--- src/rtl/custom_acc_multi.sv ---
// -----------------------------------------------------------------------------
// custom_acc_multi
//
// Multi-channel latency emulator. Each of NUM_CH independent channels accepts a
// start request with a per-request cycle count, stays busy for exactly that
// many cycles, then holds a finish flag until the host acknowledges it.
//
// Optional feature macro: ACC_ABORT_EN
//   defined     -> per-channel abort returns RUN/DONE to IDLE with no finish
//   not defined -> i_abort is accepted but ignored; runs always complete
//
// Parameters:
//   NUM_CH         number of independent channels (1..16)
//   CNT_W          width of each channel's count / down-counter (8..64)
//   DEFAULT_CYCLES run length used when a requested count is 0 (>=1)
//
// Ports:
//   clk         in   single clock, rising edge
//   reset       in   asynchronous, active-low; forces every channel to IDLE
//   i_start     in   [NUM_CH]        per-channel start request (level)
//   i_cycles    in   [NUM_CH*CNT_W]  per-channel run length, slice k*CNT_W
//   i_ack       in   [NUM_CH]        per-channel acknowledge of finish
//   i_abort     in   [NUM_CH]        per-channel abort (ACC_ABORT_EN only)
//   o_busy      out  [NUM_CH]        channel in RUN
//   o_finish    out  [NUM_CH]        channel in DONE (held until ack)
//   o_all_idle  out                  every channel in IDLE
// -----------------------------------------------------------------------------
module custom_acc_multi #(
    parameter int                NUM_CH         = 4,
    parameter int                CNT_W          = 32,
    parameter longint unsigned   DEFAULT_CYCLES = 64'd50000000
) (
    input  logic                      clk,
    input  logic                      reset,
    input  logic [NUM_CH-1:0]         i_start,
    input  logic [NUM_CH*CNT_W-1:0]   i_cycles,
    input  logic [NUM_CH-1:0]         i_ack,
    input  logic [NUM_CH-1:0]         i_abort,
    output logic [NUM_CH-1:0]         o_busy,
    output logic [NUM_CH-1:0]         o_finish,
    output logic                      o_all_idle
);

    typedef enum logic [1:0] {
        ST_IDLE = 2'd0,
        ST_RUN  = 2'd1,
        ST_DONE = 2'd2
    } state_t;

    localparam logic [CNT_W-1:0] DEF_CNT = CNT_W'(DEFAULT_CYCLES);

    logic [NUM_CH-1:0] idle_vec;

`ifndef ACC_ABORT_EN
    // Abort port is kept for a stable interface but feeds nothing.
    logic unused_abort;
    assign unused_abort = ^i_abort;
`endif

    for (genvar k = 0; k < NUM_CH; k++) begin : g_ch
        state_t           state, state_nxt;
        logic [CNT_W-1:0] cnt, cnt_nxt;
        logic [CNT_W-1:0] req, reload;
        logic             abort;

`ifdef ACC_ABORT_EN
        assign abort = i_abort[k];
`else
        assign abort = 1'b0;
`endif

        // A zero request selects the default run length. The counter is
        // loaded with N-1 so that the RUN->DONE edge lands exactly N edges
        // after the start edge.
        assign req    = i_cycles[k*CNT_W +: CNT_W];
        assign reload = ((req == '0) ? DEF_CNT : req) - CNT_W'(1);

        // NOTE: state registers use non-blocking assignments so every channel
        // samples the pre-edge values of all signals.
        always_ff @(posedge clk or negedge reset) begin
            if (!reset) begin
                state <= ST_IDLE;
                cnt   <= '0;
            end else begin
                state <= state_nxt;
                cnt   <= cnt_nxt;
            end
        end

        // NOTE: every output of this block gets a default first, so no path
        // leaves a signal unassigned and no latch is inferred.
        always_comb begin
            state_nxt = state;
            cnt_nxt   = cnt;
            unique case (state)
                ST_IDLE: begin
                    cnt_nxt = '0;
                    // Abort in IDLE suppresses a same-cycle start.
                    if (i_start[k] && !abort) begin
                        state_nxt = ST_RUN;
                        cnt_nxt   = reload;
                    end
                end
                ST_RUN: begin
                    if (abort) begin
                        state_nxt = ST_IDLE;
                        cnt_nxt   = '0;
                    end else if (cnt == '0) begin
                        state_nxt = ST_DONE;
                    end else begin
                        cnt_nxt = cnt - CNT_W'(1);
                    end
                end
                ST_DONE: begin
                    if (abort) begin
                        state_nxt = ST_IDLE;
                        cnt_nxt   = '0;
                    end else if (i_ack[k] && i_start[k]) begin
                        // Start held through ack chains runs with no idle gap.
                        state_nxt = ST_RUN;
                        cnt_nxt   = reload;
                    end else if (i_ack[k]) begin
                        state_nxt = ST_IDLE;
                        cnt_nxt   = '0;
                    end
                end
                default: begin
                    state_nxt = ST_IDLE;
                    cnt_nxt   = '0;
                end
            endcase
        end

        assign o_busy[k]   = (state == ST_RUN);
        assign o_finish[k] = (state == ST_DONE);
        assign idle_vec[k] = (state == ST_IDLE);
    end

    assign o_all_idle = &idle_vec;

endmodule

--- config.mk ---
export PLATFORM = sky130hd
export DESIGN_NAME = custom_acc_multi
export DESIGN_NICKNAME = d
export VERILOG_FILES = /design/src/rtl/custom_acc_multi.sv
export SDC_FILE = /design/constraint.sdc
export NUM_CORES = 1
export LEC_CHECK = 0
export CAP_MARGIN = 20
export CORE_UTILIZATION = 30
export DETAILED_ROUTE_END_ITERATION = 10
export GPL_ROUTABILITY_DRIVEN = 0
export GPL_TIMING_DRIVEN = 0
export SYNTH_ARGS = -nofsm -noshare
export SYNTH_HDL_FRONTEND = slang
export SYNTH_SLANG_ARGS = --single-unit
--- constraint.sdc ---
create_clock -name clk -period 3.1 [get_ports clk]
set_input_delay 0.62 -clock clk [delete_from_list [all_inputs] [get_ports clk]]
set_output_delay 0.62 -clock clk [all_outputs]
set_load 0.02 [all_outputs]
==> results.tsv <==
metric	value	unit
status	complete, no violations	
synth_area	10600	sq um
ys_seq_elements	136	
grt_util_all_layers	0.198	
worstMarginPinSlew	1.01	ns
finalSetupViolCount	0	
synth_seq_area_share	0.320	
via_per_inst	5.79	
synth_area_leaders	dfrtp_1, o21ai_0, xnor2_1, nand2_1, nor4_1	
synth_most_common_cell	o21ai_0	
start_kind	input port	
totalPowerFinal	0.00626	W
async_reset_ff_frac	1.00	
core	34700	sq um
syn2layout_area_growth	29.1	%
cp_max_fo	8	
relSlewSlack	0.320	
synth_edf_count	0	
drt_iter0_markers	1065	
drc	0	
p_switching	0.00208	W
rows	68	
place_inst	1984	
yosys_warnings	0	
syn_nets	1531	
fp.dieW	190	um
final_cell_count_no_fill	2023	
ir_worst_vdd	283	uV
crit_required	3.40	ns
fp.dieH	190	um
syn_avg_cell_area	7.70	sq um
holdBufCountCts	0	
clkPwrFrac	0.333	
grt_max_degree	70	
clk_pin_slew_worst_paths	0.06	ns
p_int	0.00418	W
first_global_vias	10800	
cts.sinks	136	
insertion_delay	0.41	ns
skew	0.0149	ns
n_antenna_cell	0	
dr.pass1.iters	7	
finalMaxSlewViolations	0	
synth_common_cells	o21ai_0, dfrtp_1, nand2_1	
ant_nets	0	
period_minus_slack	3.05	ns
grt_antenna_before_repair	0	
swShare	0.332	
synthDistinctLibCells	71	
synthCells	1381	
dp_hpwl	26600	um
pin_count	151	
synth_top_area_frac	0.320	
clock_path_buffers	2	
pwr-share-comb	0.265	
routed_wl	36400	um
grt_pass1_wl	57600	um
cts_tree	built	
portBuffers	146	
worstSetupPathType	input port to flip-flop	
nets	1708	
worstHoldPathType	input port to async pin	
cp-end-kind	flip-flop	
clock-root-buffer	clkbuf_16	
maxCapViolCount	0	
initial_core_util	0.306	
vias	11700	
numCtsBuffers	17	
overflow	0	
drive_gt1_frac	0.0829	
pwr_density_cell	456	nW/um^2
hold_violations	0	
htreeDepth	4	
die_area	36200	sq um
worstPathArrival	3.35	ns
power_frac_seq	0.402	
synth_flop_cell	dfrtp_1	
period_share	0.983	
fmax	328	MHz
wire_per_inst	18.0	um
synth_area_leader_cell	dfrtp_1	
leakage	4.94	nW
==> critical path, stage by stage <==
cell and delay [ns]:
clkdlybuf4s50_1 0.52, or4_4 0.58, or4_4 0.49, or3_4 0.43, o21ai_4 0.18, nor3_1 0.08
xor2_1 0.15, a221o_1 0.29
==> power by group through the flow <==
stage          Sequential (W)  Combinational, W  Clock, W
2_1_floorplan         0.00242           0.00106         0
3_3_place_gp          0.00250           0.00154         0
3_5_place_dp          0.00250           0.00159         0
4_1_cts               0.00249           0.00163   0.00213
5_1_grt               0.00257           0.00185   0.00221
6_report              0.00252           0.00166   0.00208
==> cell type report <==
type / count / area [sq um]
repair buffers: 164 / 1620
well taps: 455 / 569
inverters: 44 / 166
fillers: 3574 / 21000
flip-flops and latches: 136 / 3400
clock buffers: 21 / 460
plain buffers: 56 / 253
multi-input cells: 1139 / 7130
clock inverters: 8 / 124
==> layout by cell type, fill, tap and decap left out, drive strengths merged, types with 13 or more instances in the layout <==
cell | netlist | final
a21oi | 76 | 76
buf | 10 | 28
clkbuf | 52 | 68
clkdlybuf4s50 | 0 | 137
dfrtp | 136 | 136
inv | 42 | 42
nand2 | 132 | 132
nand2b | 23 | 23
nand3 | 48 | 48
nand4 | 13 | 13
nor2 | 118 | 118
nor2b | 13 | 13
nor3 | 83 | 83
nor4 | 75 | 75
o211ai | 23 | 23
o21ai | 156 | 156
o221ai | 23 | 23
o22ai | 16 | 16
or3 | 29 | 29
or4 | 40 | 40
xnor2 | 58 | 58
xor2 | 48 | 48
==> routing by layer <==
metal	up-vias	global-route usage	share of wire
met5	-	0	0
met4	0	0.0557	0.016
met3	48	0.0269	0.059
met2	407	0.316	0.46
met1	5726	0.279	0.46
li1	5541	-	-
==> metrics by stage <==
| stage | utilization | setup TNS, ns | setup WS (ns) | instance area, sq um | hold WS (ns) |
|---|---|---|---|---|---|
| 2_1_floorplan | - | 0 | 0.146 | 10600 | 0.324 |
| 3_3_place_gp | 0.365 | -665.91 | -4.54 | 12700 | 0.473 |
| 3_5_place_dp | 0.366 | -52.37 | -0.920 | 12700 | 0.480 |
| 4_1_cts | 0.389 | 0 | 0.000785 | 13500 | 0.230 |
| 5_1_grt | 0.395 | -0.0517 | -0.0228 | 13700 | 0.239 |
| 6_report | 0.395 | 0 | 0.0529 | 13700 | 0.191 |
==> final timing paths <==
| path | cells after the start | slack (ns) | from | endpoint |
|---|---|---|---|---|
| min in group clk | 2 | 0.49 | g_ch[1].cnt[22]$_DFFE_PN0P_ | g_ch[1].cnt[22]$_DFFE_PN0P_ |
| worst min register to register | 2 | 0.49 | g_ch[1].cnt[22]$_DFFE_PN0P_ | g_ch[1].cnt[22]$_DFFE_PN0P_ |
| worst max-delay path | 8 | 0.05 | i_cycles[88] | g_ch[2].cnt[29]$_DFFE_PN0P_ |
| max in group asynchronous | 2 | 2.11 | reset | g_ch[3].cnt[14]$_DFFE_PN0P_ |
| worst max register to register | 10 | 0.12 | g_ch[1].cnt[9]$_DFFE_PN0P_ | g_ch[1].cnt[27]$_DFFE_PN0P_ |
| worst min-delay path | 1 | 0.19 | reset | g_ch[2].cnt[14]$_DFFE_PN0P_ |
==> flip-flops by register name, indices dropped and copies added, names as in the netlist <==
register,count
g_ch.state,8
g_ch.cnt,128
==> kinds of logic (layout without fill, tap and decap cells) <==
kind of cell / count (synthesis) / after routing / share of synthesized area
buffers and inverters: 106 / 293 / 0.0393
AOI/OAI and AO/OA: 386 / 386 / 0.225
xor gates and xnor gates: 106 / 106 / 0.0873
and+or+nand+nor: 636 / 636 / 0.316
muxes: 3 / 3 / 0.00306
DFF: 136 / 136 / 0.320
adders and majority gates: 8 / 8 / 0.00942
==> what timing repair did <==
action                                 4_1_cts  5_1_grt
setup endpoints to repair                  129      110
endpoints found under the hold margin        0        0
resized for setup                           43       41
pin swaps                                    4        8
buffers inserted                             7        9
Power figures use the tool's default switching activity.
